File: config.mk
export PLATFORM = sky130hd
export DESIGN_NAME = wfi_monitor_mc
export DESIGN_NICKNAME = d
export VERILOG_FILES = /design/src/rtl/wfi_monitor_mc.sv
export SDC_FILE = /design/constraint.sdc
export NUM_CORES = 1
export LEC_CHECK = 0
export BUFFER_PORTS_ARGS = -buffer_cell sky130_fd_sc_hd__buf_2
export CAP_MARGIN = 20
export CORE_MARGIN = 5
export CORE_UTILIZATION = 45
export CTS_BUF_LIST = sky130_fd_sc_hd__clkbuf_16
export DETAILED_ROUTE_END_ITERATION = 8
export PLACE_DENSITY = 0.78
export SYNTH_ARGS = -nofsm -noshare
export SYNTH_HDL_FRONTEND = slang
export SYNTH_SLANG_ARGS = --single-unit
export TNS_END_PERCENT = 30
File: constraint.sdc
create_clock -name clock -period 6.02 [get_ports clock]
set_clock_uncertainty 0.05 [all_clocks]
set_input_delay 1.204 -clock clock [delete_from_list [all_inputs] [get_ports clock]]
set_output_delay 1.204 -clock clock [all_outputs]
set_load 0.1 [all_outputs]
File: src/rtl/wfi_monitor_mc.sv
// wfi_monitor_mc: per-hart WFI protocol checker with registered error reporting and sticky status
module wfi_monitor_mc #(
    parameter int          NHARTS     = 2,
    parameter int          SKIP_CNT   = 100,
    parameter int          WAKE_MAX   = 32,
    parameter int          CNTW       = 16,
    parameter logic [31:0] WFI_OPCODE = 32'h10500073,
    localparam int         HW         = NHARTS > 1 ? $clog2(NHARTS) : 1
) (
    input  logic                     clock,
    input  logic                     reset_n,
    input  logic                     enable,
    input  logic [NHARTS-1:0]        wfi,
    input  logic [NHARTS-1:0]        inst_vld,
    input  logic [32*NHARTS-1:0]     inst,
    input  logic [NHARTS-1:0]        irq_pend,
    input  logic [NHARTS-1:0]        allow_wfi,
    input  logic [NHARTS-1:0]        debug,
    input  logic [NHARTS-1:0]        step,
    input  logic [NHARTS-1:0]        excpt,
    output logic                     err_valid,
    output logic [HW-1:0]            err_hart,
    output logic [2:0]               err_code,
    output logic [4*NHARTS-1:0]      err_status,
    output logic [CNTW*NHARTS-1:0]   sleep_cnt,
    output logic [3*NHARTS-1:0]      state
);
    localparam int CW = $clog2(SKIP_CNT + 1);
    localparam int WW = $clog2(WAKE_MAX + 1);
    typedef enum logic [2:0] {IDLE = 3'd0, ARMED = 3'd1, SLEEP = 3'd2, WAKE = 3'd3, SKIP = 3'd4} state_t;
    logic [3*NHARTS-1:0] codes;
    logic [4*NHARTS-1:0] hit;
    for (genvar h = 0; h < NHARTS; h++) begin : g_hart
        state_t st, nst;
        logic [CW-1:0] cnt, ncnt;
        logic [WW-1:0] wcnt, nwcnt;
        logic [CNTW-1:0] scnt;
        logic [2:0] code;
        logic [4:0] oh;
        logic wfi_q, irq_q, wfi_inst, quiet, rise, fall, inc;
        assign quiet = !irq_pend[h] & !irq_q & !excpt[h] & allow_wfi[h] & !step[h] & !debug[h];
        assign rise = wfi[h] & !wfi_q;
        assign fall = !wfi[h] & wfi_q;
        assign codes[3*h +: 3] = code;
        assign oh = 5'b1 << code;
        assign hit[4*h +: 4] = oh[4:1];
        assign state[3*h +: 3] = st;
        assign sleep_cnt[CNTW*h +: CNTW] = scnt;
        always_comb begin
            nst = st;
            ncnt = cnt;
            nwcnt = wcnt;
            inc = 1'b0;
            code = 3'd0;
            if (!enable)
                nst = IDLE;
            else if (rise & !wfi_inst) begin
                code = 3'd1;
                nst = SKIP;
            end else begin
                case (st)
                    IDLE: if (wfi_inst) begin
                        nst = wfi[h] ? SLEEP : ARMED;
                        ncnt = '0;
                    end
                    ARMED: if (rise) nst = SLEEP;
                    else if (!wfi_inst) nst = IDLE;
                    else if (!quiet) nst = SKIP;
                    else begin
                        ncnt = cnt + 1'b1;
                        if (ncnt == CW'(SKIP_CNT)) begin
                            code = 3'd2;
                            nst = SKIP;
                        end
                    end
                    SLEEP: if (fall) begin
                        inc = 1'b1;
                        nst = SKIP;
                    end else if (irq_pend[h]) begin
                        nst = WAKE;
                        nwcnt = '0;
                    end
                    WAKE: if (fall) begin
                        inc = 1'b1;
                        nst = SKIP;
                    end else begin
                        nwcnt = wcnt + 1'b1;
                        if (nwcnt == WW'(WAKE_MAX)) begin
                            code = 3'd4;
                            nst = SKIP;
                        end
                    end
                    SKIP: if (!wfi_inst & !wfi[h]) nst = IDLE;
                    else if (rise) nst = SLEEP;
                    default: nst = IDLE;
                endcase
                // Asserting wfi with an interrupt already pending goes straight to the wake timer
                if (nst == SLEEP && rise && irq_pend[h]) begin
                    code = 3'd3;
                    nst = WAKE;
                    nwcnt = '0;
                end
            end
        end
        always_ff @(posedge clock or negedge reset_n) begin
            if (!reset_n) begin
                st <= IDLE;
                cnt <= '0;
                wcnt <= '0;
                scnt <= '0;
                wfi_q <= 1'b0;
                irq_q <= 1'b0;
                wfi_inst <= 1'b0;
            end else begin
                st <= nst;
                cnt <= ncnt;
                wcnt <= nwcnt;
                wfi_q <= wfi[h];
                irq_q <= irq_pend[h];
                if (inst_vld[h]) wfi_inst <= inst[32*h +: 32] == WFI_OPCODE;
                if (inc && scnt != '1) scnt <= scnt + 1'b1;
            end
        end
    end
    logic any;
    logic [HW-1:0] sel_h;
    logic [2:0] sel_c;
    always_comb begin
        any = 1'b0;
        sel_h = '0;
        sel_c = 3'd0;
        for (int i = NHARTS - 1; i >= 0; i--) begin
            if (codes[3*i +: 3] != 3'd0) begin
                any = 1'b1;
                sel_h = HW'(i);
                sel_c = codes[3*i +: 3];
            end
        end
    end
    always_ff @(posedge clock or negedge reset_n) begin
        if (!reset_n) begin
            err_valid <= 1'b0;
            err_hart <= '0;
            err_code <= 3'd0;
            err_status <= '0;
        end else begin
            err_valid <= any;
            err_hart <= sel_h;
            err_code <= sel_c;
            err_status <= err_status | hit;
        end
    end
endmodule

## Yosys cells after proc, flatten, opt, wreduce, memory -nomap -nowiden

Cells that the tools add are included.

- Flip-flop bits (word level): 83
- Input bits: 81
- Logic and storage cells: 204

- Eq/ne operators: 32
- Reductions and logical operators: 36
- Bitwise operators: 21
- Shift-type cells: 2
- Mux-type cells: 89
- Add/sub/neg operators: 6

Operators by type and width:

| kind | count |
|---|---|
| 3-bit 2-to-1 mux | 44 |
| 32-bit by 29-bit equality test with 1-bit output, second input constant | 2 |
| 7-bit 2-to-1 mux | 8 |
| 6-bit 2-to-1 mux | 8 |
| 16-bit by 1-bit adder with 16-bit output, second input constant | 2 |
| 16-bit != test, second input constant | 2 |
| 3-bit one-hot mux with 5 select lines | 2 |
| 7-bit one-hot mux with 2 select lines | 2 |
| 6-bit one-hot mux with 2 select lines | 2 |
| 2-bit 2-to-1 mux | 10 |
| 1-bit AND | 18 |
| 3-bit by 2-bit equality test with 1-bit output, second input constant | 6 |
| 3-bit != test, second input constant | 6 |
| 1-bit zero test | 16 |
| 2-bit != test, second input constant | 8 |
| 7-bit by 1-bit adder with 7-bit output, second input constant | 2 |
| 7-bit equality test, second input constant | 2 |
| 7-bit AND reduction | 2 |
| 6-bit by 1-bit adder with 6-bit output, second input constant | 2 |
| 6-bit equality test, second input constant | 2 |
| 3-bit one-hot mux with 2 select lines | 2 |
| 6-bit AND reduction | 2 |
| 3-bit nonzero test | 4 |
| 1-bit 2-to-1 mux | 11 |
| 9 further kinds | 21 |

## Longest topological paths before layout

Gate-level depths: netlist of run 1.

- Word-level depth: 21
- Gate-level depth with buffers: 8
- Depth with buffers taken out: 7

## Least setup slack after synthesis of run 1

OpenSTA, ideal clock, no wires.

- Path type: input to register
- From: in wfi[1]
- To: reg g_hart[1].scnt[15]
- Path slack: 3.265 ns
- Arrival: 2.546 ns
- Buffers on the path: 0
- Data required time: 5.811 ns
- Stages: 6
- Cells stage by stage: nand2b_4 or3_1 or3_4 nor2_2 nand3_1 xnor2_1

- Cells in the longest elaborated chain, start to end: 7
- Elaborated cells between the ends (all ways): 9
- Classes of those cells: mux: 4; bitwise: 3; reduce/logical: 2

Ends and longest elaborated chain:

| item | line | source |
|---|---|---|
| start, declared | 13 | `input logic [NHARTS-1:0] wfi,` |
| 1-bit zero test | 43 | `assign fall = !wfi[h] & wfi_q;` |
| 1-bit AND | 43 |  |
| 1-bit 2-to-1 mux | 76, 83 |  |
| 1-bit 2-to-1 mux | n/a |  |
| 1-bit 2-to-1 mux (*) | 57 | `else if (rise & !wfi_inst) begin` |
| 1-bit 2-to-1 mux (*) | 55 | `if (!enable)` |
| 1-bit logical AND (*) | 121 | `if (inc && scnt != '1) scnt <= scnt + 1'b1;` |
| end signal, assigned | 121 |  |
| end, declared | 37 | `logic [CNTW-1:0] scnt;` |

Every way passes the cells marked *; elsewhere a longest branch is shown, timed or not.
A chain may end at the register's enable or synchronous reset.

## Worst setup path after layout of run 1

- From: in enable
- To: reg g_hart[0].scnt[13]

- Cells in the longest elaborated chain, start to end: 2

Ends and longest elaborated chain:

| item | line | source |
|---|---|---|
| start, declared | 12 | `input logic enable,` |
| 1-bit 2-to-1 mux | 55 |  |
| 1-bit logical AND | 121 |  |
| end signal, assigned | 121 |  |
| end, declared | 37 |  |

Every way passes these cells.

==> metrics, run 1 <==
status=finished, final reports clean; TritonCTS clock tree=yes; fill count=about 900; final hold vios=0; Die X=110 um; vias in the first global route=around 4100; placed insts=about 730; Pre-Repair DR Iteration Count=4; Switching Fraction=between 20% and 30%; post-synth net total=between 500 and 600; die area=12200 um^2; hold path endpoint=err_status[1]; Initial Util=between 40 and 50%; RSZ-0062 raised after global routing=no; pwr dens=around 240 nW/um^2; Post-CTS Hold Fix Bufs=0; area grow syn2layout=24.3%; R2R cell count=6; GRT overflow=0; global-route wire length before repair=about 19000 um; Mapped Cells=476; Peak Freq=about 360 MHz; placer congestion estimate=between 0.9 and 1; number of flops mapped to enable cells by yosys=0; Synth cell types=between 60 and 70; Synth area leader=dfrtp_1; chip height=110 um; main area contributors after synthesis=dfrtp_1 46%, xnor2_1 3.9%, nand3_1 3.3%; critical path required time=~6.2 ns; Clk pwr share=between 40% and 50%; Yosys reg bits=83; Arr. time, crit path=~3.0 ns; post-synth top area share=approximately 46%; worst slew pin tran=0.806 ns; final wirelength=about 11000 um; worst skew pair latency=0.33 ns; WL/cell=~15 um; Crit. End Element=flip-flop; final worst-path setup slack=3.24 ns; Logic pwr share=between 10% and 20%; Synth Area per Inst=9.55 um^2; Sw Pwr=0.374 mW; total negative slack=0 ns; Mapped Area=roughly 4500 um^2; postcts setup bufs=0; synth warn=0; GRT Total Usage=a little under a fifth; Final min period=between 2 and 3 ns; CTS root buffer=clkbuf_16; worst hold slack=just over 0.4 ns; routed vias=4179; met3 global-route usage=between 3 and 4%; clock sinks=83; drt drc=0; layout cell share with drive strength beyond 1=between 20% and 30%; fin. max-slew vios=0; antenna violations before repair=0; clock-pin slew on the worst setup and hold paths=around 0.060 ns; I/O pin count=approximately 130; period utilization=46.3%; Slew HR=a little under half; met2 GRT Util=between 30% and 40%; share of synthesized registers carrying an async set or reset=100%; nets@finish=between 600 and 700; Setup Viol. Count Final=0; Seq/Total Area, Yosys=a little under half; FP Rows=36; sequential power share=between 40 and 50%; met1 global-route usage=about a quarter; hold path depth=1; Worst R2R Start=g_hart[1].st[2]; Hold Crit Class=flip-flop to flip-flop; Top Usage Layer GRT=met2; Final HPWL DP=~8600 um; R2R Path End=err_hart; largest net degree at the start of global routing=84; setup slack, reg-to-reg=between 3 and 4 ns; CTS Buf Count=9; Setup CP Type=primary input to flip-flop; core area=9820 um^2; Post-Layout Cell Count=748; max_cap viols=0; setup slack after placement=slightly below 3 ns; most used flip-flop cell after synthesis=dfrtp_1; leakage=~2.6 nW; peak supply drop=124 uV; CTS max path bufs=2; Detail Route Antenna Nets=0; Iteration-0 DRC Markers=just under 400; n_diodes=0; Startpoint Class=primary input; Hold Startpoint=err_status[1]; cell internal pwr=approximately 0.95 mW; Finished Core Util=a little under three fifths; vias per cell=~5.6; post-cts resize count=0; Crit Path Max Fanout=14; H-tree Lvls=3; I/O Buffers=around 130
[registers in the layout (all words and copies together) (netlist names)]
name,flops
g_hart.st,6
g_hart.irq_q,2
err_hart,1
err_status,8
g_hart.wfi_inst,2
g_hart.cnt,14
err_code,3
g_hart.wcnt,12
g_hart.scnt,32
err_valid,1
g_hart.wfi_q,2
[synthesized netlist by cell type (all sizes together) (10+ instances only)]
master	number
a21oi	12
and3	10
dfrtp	83
inv	17
nand2	38
nand2b	18
nand3	31
nand4	18
nor2	39
nor3	18
nor4	16
o21ai	29
xnor2	20
[worst max-delay path: stages]
cell and delay, ns:
buf_2 0.26, inv_2 0.15, nor3_1 0.44, o41ai_2 0.24, nor3_1 0.34, nand4_1 0.16
xnor2_1 0.15
[layout make-up]
cell class | count | area, um^2 | share of cell area, %
sequential | 83 | 2080 | 36.8
inverter | 17 | 63.8 | 1.13
clock buffer | 9 | 225 | 3.99
multi-input combinational | 367 | 2360 | 41.8
clock inverter | 7 | 67.6 | 1.20
tap | 133 | 166 | 2.95
timing repair buffer | 132 | 686 | 12.1
[per-stage QoR]
| step | power, mW | cell area, um^2 |
|---|---|---|
| after CTS | 1.34 | 5620 |
| after global placement | 0.785 | 5330 |
| after detailed placement | 0.791 | 5330 |
| final | 1.33 | 5650 |
| after floorplan | 0.724 | 4540 |
| after global routing | 1.38 | 5650 |
[power by group through the flow]
stage | Sequential (mW) | Clock (mW) | Combinational (mW)
floorplan | 0.677 | 0 | 0.0474
global placement | 0.621 | 0 | 0.164
detailed placement | 0.623 | 0 | 0.168
CTS | 0.613 | 0.556 | 0.168
global route | 0.618 | 0.575 | 0.183
finish | 0.613 | 0.546 | 0.168
[cells by family after synthesis]
group | after synthesis | share of synthesized area (%)
AOI/OAI and AO/OA | 93 | 14.0
xor gates and xnor gates | 27 | 5.20
adders and majority gates | 6 | 1.65
buffers and inverters | 26 | 2.31
DFF | 83 | 45.7
muxes | 7 | 1.62
and+or+nand+nor | 234 | 29.5
[per-layer routing]
layer	up-vias	share of wire (%)
met3	10	6.9
li1	2024	-
met5	-	0
met2	144	48
met1	2001	44
met4	0	1.3
[how the worst max path moves through the flow]
stage | start | to | cells past startpoint
after floorplan | wfi[1] | g_hart[1].scnt[15] | 6
after global placement | enable | g_hart[1].scnt[15] | 7
after detailed placement | enable | g_hart[1].scnt[10] | 7
after CTS | enable | g_hart[0].scnt[15] | 7
after global routing | enable | g_hart[0].scnt[15] | 7
final | enable | g_hart[0].scnt[13] | 7
[placed cells by master, fill, tap and decap left out, types with 6 or more instances in the layout]
cell type	count
a21oi_1	11
a31oi_1	8
and3_1	10
buf_2	130
clkbuf_16	9
dfrtp_1	83
ha_1	6
inv_1	17
nand2_1	38
nand2b_1	17
nand3_1	30
nand4_1	18
nor2_1	37
nor2b_1	6
nor3_1	16
nor4_1	13
o21ai_0	24
o31ai_1	7
xnor2_1	20
xor2_1	7
No activity file was read; power rests on OpenSTA's default activity.
==> run 2: changes to the inputs <==
Clock period 6.02 ns to 2.8 ns, I/O delays scaled along.
==> run 2 against run 1 <==
Against the previous run:
- final area up 0.82%
- first-iteration DRC count down 21%
- total power up 120%
- global-route usage up 0.36 points
- critical endpoint is now err_hart
- clock power up 130%
- routed wire length up 3.0%
- sequential power up 120%
- non-clock buffer count up 4
- worst setup slack worse by 2.8 ns
- highest routed layer unchanged
==> metrics, run 2 (synthesis results as in run 1) <==
status=finished, final reports clean (unchanged); Logic pwr share=12.5% (was 12.7%); most common cell after layout, fill and taps aside=buf_2 (unchanged); layout cell share with drive strength beyond 1=29.1% (was 28.5%); final hold vios=0 (unchanged); CTS max path bufs=2 (unchanged); CP bufs+invs=0 (was 2); chip height=110 um (unchanged); core area=9820 um^2 (unchanged); Worst setup startpoint=g_hart[1].st[0] (was enable); area of the multi-input gates=2360 um^2 (unchanged); Clk pwr share=42.6% (was 41.1%); WL/cell=15.6 um (was 15.2 um); area grow syn2layout=25.3% (was 24.3%); Initial Util=46.3% (unchanged); Largest regs=g_hart.scnt (32), g_hart.cnt (14), g_hart.wcnt (12) (unchanged); die area=12200 um^2 (unchanged); max reg flops=32 (unchanged); largest net degree at the start of global routing=84 (unchanged); critical path required time=2.99 ns (was 6.18 ns); placer congestion estimate=0.869 (was 0.931); CTS root buffer=clkbuf_16 (unchanged); Startpoint Class=flip-flop (was primary input); vias in the first global route=4189 (was 4080); max_cap viols=0 (unchanged); pwr dens=516 nW/um^2 (was 235 nW/um^2); most used cell, CP=nor2_1 (was nor3_1); GRT overflow=0 (unchanged); Slew HR=59.8% (was 46.2%); postcts setup bufs=0 (unchanged); vias per cell=5.71 (was 5.59); CP cell instances=nand2b_1 > nor2_1 > nand3_1 > nor4_1 > nor2_1 > a311oi_2 (was buf_2 > inv_2 > nor3_1 > o41ai_2 > nor3_1 > nand4_1 > xnor2_1); R2R cell count=6 (unchanged); area taken by flip-flops and latches=2080 um^2 (unchanged); FP Rows=36 (unchanged); I/O pin count=132 (unchanged); nets@finish=701 (was 697); CTS Buf Count=9 (unchanged); Detail Route Antenna Nets=0 (unchanged); Pre-Repair DR Iteration Count=4 (unchanged); Largest Register=g_hart.scnt (unchanged); Peak Freq=between 400 and 500 MHz; Crit Path Max Fanout=11 (was 14); fill count=868 (was 881); peak supply drop=374 uV (was 124 uV); Arr. time, crit path=2.55 ns (was 2.95 ns); crit-path max cell delay=0.57 ns (was 0.44 ns); GRT Total Usage=18.7% (was 18.3%); worst hold slack=0.179 ns (was 0.408 ns); Total Power=2.94 mW (was 1.33 mW); most frequent cells in the layout=130 x buf_2, 83 x dfrtp_1, 38 x nand2_1 (unchanged); Post-CTS Hold Fix Bufs=0 (unchanged); setup slack, reg-to-reg=0.44 ns (was 3.64 ns); cell internal pwr=2.15 mW (was 0.954 mW); n_diodes=0 (unchanged); Switching Fraction=27.1% (was 28.1%); worst skew pair latency=0.33 ns (about the same); Crit. End Element=flip-flop (unchanged); total negative slack=0 ns (unchanged); Worst R2R Start=g_hart[1].st[0] (was g_hart[1].st[2]); RSZ-0062 raised after global routing=no (unchanged); Slowest cell on crit path=nor4_1 (was nor3_1); final wirelength=11700 um (was 11400 um); routed vias=4291 (was 4179); post-route cell area=5690 um^2 (was 5650 um^2); Cell Area, Placed=5380 um^2 (was 5330 um^2); R2R Path End=err_hart (unchanged); antenna violations before repair=0 (unchanged); period utilization=between 80% and 90%; post-cts resize count=0 (unchanged); Sw Pwr=0.795 mW (was 0.374 mW); I/O Buffers=131 (unchanged); Final min period=about 2.4 ns; fin. max-slew vios=0 (unchanged); Iteration-0 DRC Markers=310 (was 394); Setup Viol. Count Final=0 (unchanged); delay-heaviest family, CP=simple AND/OR/NAND/NOR gates (unchanged); final worst-path setup slack=0.440 ns (was 3.24 ns); Hold Crit Class=primary input to async pin (was flip-flop to flip-flop); Setup CP Type=flip-flop to flip-flop (was primary input to flip-flop); leakage=2.64 nW (was 2.61 nW); setup slack after placement=0.441 ns (was 2.95 ns); Die X=110 um (unchanged); clock-pin slew on the worst setup and hold paths=0.06 ns (about the same); global-route wire length before repair=19300 um (was 19200 um); H-tree Lvls=3 (unchanged); clock sinks=83 (unchanged); drt drc=0 (unchanged); sequential power share=44.9% (was 46.2%); Final HPWL DP=8690 um (was 8570 um); TritonCTS clock tree=yes (unchanged); worst slew pin tran=0.597 ns (was 0.806 ns)
## run 2: metal layers
| layer | wire length, um | part of all wire, % | global-route usage [%] |
|---|---|---|---|
| met2 | 5820 | 50 | 31.4 |
| met1 | 4920 | 42 | 23.6 |
| met5 | 0 | 0 | 0 |
| met3 | 690 | 5.9 | 4.10 |
| met4 | 259 | 2.2 | 7.06 |
## run 2: final cells by class
cell class	instances	share of cell area (%)
inverters	17	1.12
multi-input cells	367	41.5
clock buffers	9	3.96
well taps	133	2.92
repair buffers	136	12.4
clock inverters	6	1.60
flip-flops and latches	83	36.5
## run 2: power by group through the flow
| stage | Clock [mW] | Sequential [mW] | Combinational, mW |
|---|---|---|---|
| 2_1_floorplan | 0 | 1.46 | 0.102 |
| 3_3_place_gp | 0 | 1.33 | 0.360 |
| 3_5_place_dp | 0 | 1.34 | 0.371 |
| 4_1_cts | 1.28 | 1.32 | 0.373 |
| 5_1_grt | 1.33 | 1.33 | 0.398 |
| 6_report | 1.25 | 1.32 | 0.369 |
## run 2: stage by stage
| step | utilization [%] | instances |
|---|---|---|
| 3_5_place_dp | 54.8 | 736 |
| 3_3_place_gp | 54.8 | 736 |
| 4_1_cts | 58.0 | 751 |
| 5_1_grt | 58.0 | 751 |
| 6_report | 58.0 | 751 |
| 2_1_floorplan | - | 476 |
## run 2: how the worst max path moves through the flow
stage / to / cells after the start
after floorplan: g_hart[1].scnt[15] / 7
after global placement: err_hart / 7
after detailed placement: err_hart / 7
after CTS: err_hart / 6
after global routing: err_hart / 6
final: err_hart / 6
==> run 3: changes to the inputs <==
Settings changed: ABC_AREA from default to 1, PLACE_DENSITY 0.78 to 0.8.
Clock period 2.8 ns to 1.98 ns, I/O delays scaled along.
==> run 3 against run 2 <==
Against the previous run:
- the flow now finishes with violations (setup timing)
- worst setup slack lost 0.55 ns
- via count grew 9.3%
- area after synthesis grew 4.6%
- die area grew 4.2%
- synthesized cell count grew 23%
- maximum frequency grew 13%
- register-to-register slack lost 0.55 ns
- cell count grew 22%
- final area grew 15%
- largest power group unchanged
- routed wire length grew 7.1%
==> metrics, run 3 <==
status=finished with violations (was finished, final reports clean); failing checks=setup timing; worst skew pair latency=0.33 ns (about the same); Largest regs=g_hart.scnt (32), g_hart.cnt (14), g_hart.wcnt (12) (unchanged); Crit. End Element=flip-flop (unchanged); RSZ-0062 raised after global routing=yes (was no); area taken by flip-flops and latches=2160 um^2 (was 2080 um^2); hold path depth=1; most common cell after layout, fill and taps aside=nand2_1 (was buf_2); most used flip-flop cell after synthesis=dfrtp_1 (unchanged); R2R Path End=g_hart[0].wcnt[4] (was err_hart); synth warn=0 (unchanged); hold path endpoint=g_hart[0].irq_q; core area=10300 um^2 (was 9820 um^2); post-synth top area share=43.7% (was 45.7%); fill count=849 (was 868); Total Power=4.24 mW (was 2.94 mW); main area contributors after synthesis=dfrtp_1 44%, nand2_1 11%, inv_1 4.8% (was dfrtp_1 46%, xnor2_1 3.9%, nand3_1 3.3%); worst slew pin tran=0.808 ns (was 0.597 ns); post-synth net total=672 (was 563); global-route wire length before repair=21000 um (was 19300 um); Synth cell types=43 (was 66); I/O pin count=132 (unchanged); placed insts=890 (was 736); routed vias=4691 (was 4291); FP Rows=37 (was 36); Startpoint Class=flip-flop (unchanged); worst hold slack=0.149 ns (was 0.179 ns); most frequent cells in the layout=133 x nand2_1, 130 x buf_2, 58 x inv_1 (was 130 x buf_2, 83 x dfrtp_1, 38 x nand2_1); clock sinks=83 (unchanged); fin. max-slew vios=0 (unchanged); R2R cell count=15 (was 6); max_cap viols=0 (unchanged); CTS Buf Count=9 (unchanged); Worst R2R Start=g_hart[0].wcnt[1] (was g_hart[1].st[0]); Initial Util=46.0% (was 46.3%); layout cell share with drive strength beyond 1=42.7% (was 29.1%); most used cell, CP=nand2_2 (was nor2_1); Crit Path Max Fanout=6 (was 11); period utilization=105% (was 84.3%); max reg flops=32 (unchanged); peak supply drop=463 uV (was 374 uV); leakage=3.28 nW (was 2.64 nW); Hold Crit Class=primary input to flip-flop (was primary input to async pin); most common cell in the synthesized netlist=nand2_1 (was dfrtp_1); final wirelength=12500 um (was 11700 um); Detail Route Antenna Nets=0 (unchanged); Final HPWL DP=9630 um (was 8690 um); number of flops mapped to enable cells by yosys=0 (unchanged); Yosys reg bits=83 (unchanged); Post-synth top cells=144 x nand2_1, 83 x dfrtp_1, 61 x inv_1 (was 83 x dfrtp_1, 38 x nand2_1, 37 x nor2_1); crit-path max cell delay=0.38 ns (was 0.57 ns); chip height=113 um (was 110 um); area grow syn2layout=37.5% (was 25.3%); area of the multi-input gates=2590 um^2 (was 2360 um^2); Post-Layout Cell Count=916 (was 751); Final min period=2.09 ns (was 2.36 ns); antenna violations before repair=0 (unchanged); Hold Startpoint=irq_pend[0]; Setup Viol. Count Final=11 (was 0); GRT overflow=0 (unchanged); Seq/Total Area, Yosys=43.7% (was 45.7%); critical path required time=2.16 ns (was 2.99 ns); I/O Buffers=131 (unchanged); CP cell instances=ha_2 > nand2_2 > inv_2 > nand3b_1 > nand3_1 > nor2_1 > nand2_1 > nand2_2 > nand2_2 > nor2_4 > nand3_4 > nand3_4 > nand2_8 > nand2_1 > o21ai_2 (was nand2b_1 > nor2_1 > nand3_1 > nor4_1 > nor2_1 > a311oi_2); final worst-path setup slack=-0.109 ns (was 0.440 ns); Pre-Repair DR Iteration Count=4 (unchanged); pwr dens=648 nW/um^2 (was 516 nW/um^2); Mapped Area=4750 um^2 (was 4540 um^2); placer congestion estimate=0.916 (was 0.869); GRT Total Usage=19.5% (was 18.7%); Finished Core Util=63.3% (was 58.0%); largest net degree at the start of global routing=36 (was 84); Arr. time, crit path=2.27 ns (was 2.55 ns); setup slack after placement=-0.231 ns (was 0.441 ns); nets@finish=862 (was 701); Synth area leader=dfrtp_1 (unchanged); Setup CP Type=flip-flop to flip-flop (unchanged); TritonCTS clock tree=yes (unchanged); H-tree Lvls=3 (unchanged); final hold vios=0 (unchanged); die area=12700 um^2 (was 12200 um^2); Synth Area per Inst=8.12 um^2 (was 9.55 um^2); CTS root buffer=clkbuf_16 (unchanged); Peak Freq=479 MHz (was 424 MHz); clock-pin slew on the worst setup and hold paths=0.07 ns (was 0.06 ns); drt drc=0 (unchanged); Slew HR=46.1% (was 59.8%); Mapped Cells=585 (was 476); n_diodes=0 (unchanged); setup slack, reg-to-reg=-0.11 ns (was 0.44 ns); Iteration-0 DRC Markers=277 (was 310); Die X=113 um (was 110 um); WL/cell=13.7 um (was 15.6 um); vias per cell=5.12 (was 5.71); CTS max path bufs=2 (unchanged); share of synthesized registers carrying an async set or reset=100% (unchanged); Slowest cell on crit path=dfrtp_1 (was nor4_1); vias in the first global route=4835 (was 4189); Largest Register=g_hart.scnt (unchanged)
## run 3: worst max-delay path: cells and delay by family (launching register included)
family                   cells  cell delay, ns
buffers and inverters        1            0.04
adder cells (fa/ha/maj)      1            0.21
AO/OA/AOI/OAI                1            0.05
flip-flops                   1            0.38
AND/OR/NAND/NOR             12            1.24
## run 3: power breakdown
group	internal (mW)	total [mW]	switching, mW
clock	0.971	1.65	0.679
sequential	1.80	1.90	0.0983
combinational	0.257	0.690	0.433
## run 3: metal layers
| metal | vias up | GRT usage (%) | part of all wire (%) |
|---|---|---|---|
| li1 | 2296 | - | - |
| met1 | 2223 | 22.8 | 41 |
| met2 | 140 | 34.8 | 51 |
| met3 | 32 | 5.08 | 5.8 |
| met4 | 0 | 5.93 | 2.6 |
| met5 | - | 0 | 0 |
## run 3: final cells by class
type	instances	area share [%]
repair buffers	182	16.2
clock inverters	7	1.01
multi-input cells	429	39.6
flip-flops and latches	83	33.1
well taps	136	2.60
inverters	70	4.06
clock buffers	9	3.45
## run 3: metrics by stage
stage                      TNS, ns  cell area [um^2]
final                       -0.795              6540
after global routing         -2.93              6540
after CTS                   -0.216              6400
after detailed placement     -2.00              5990
after global placement      -0.704              5990
after floorplan           -0.00720              4860
## run 3: worst max path at each step
stage,start,endpoint,slack [ns],depth (start not counted)
final,g_hart[0].wcnt[1],g_hart[0].wcnt[4],-0.11,15
after global routing,g_hart[0].wcnt[1],g_hart[0].wcnt[0],-0.23,15
after CTS,g_hart[1].cnt[0],err_hart,-0.03,14
after detailed placement,g_hart[1].wcnt[0],g_hart[1].wcnt[0],-0.23,14
after global placement,g_hart[1].wcnt[0],g_hart[1].wcnt[4],-0.11,14
after floorplan,g_hart[1].scnt[1],g_hart[1].scnt[13],-0.005,11
## run 3: kinds of logic (layout without fill, tap and decap cells)
logic type               after synthesis  after routing  synth area share (%)
flip-flops                            83             83                  43.7
AO/OA/AOI/OAI                         59             59                  8.11
buffers and inverters                 74            268                  6.16
XOR/XNOR                              31             31                  5.71
adder cells (fa/ha/maj)                6              6                  1.58
multiplexers                           1              1                 0.211
AND/OR/NAND/NOR                      331            332                  34.5
## run 3: timing repair
action                     4_1_cts  5_1_grt
setup endpoints to repair       18       28
setup buffers                    5        3
resized for setup               20       29
hold endpoints to repair        30        0
pin swaps                       12       17
hold buffers                     1        0
cloned                           1        0
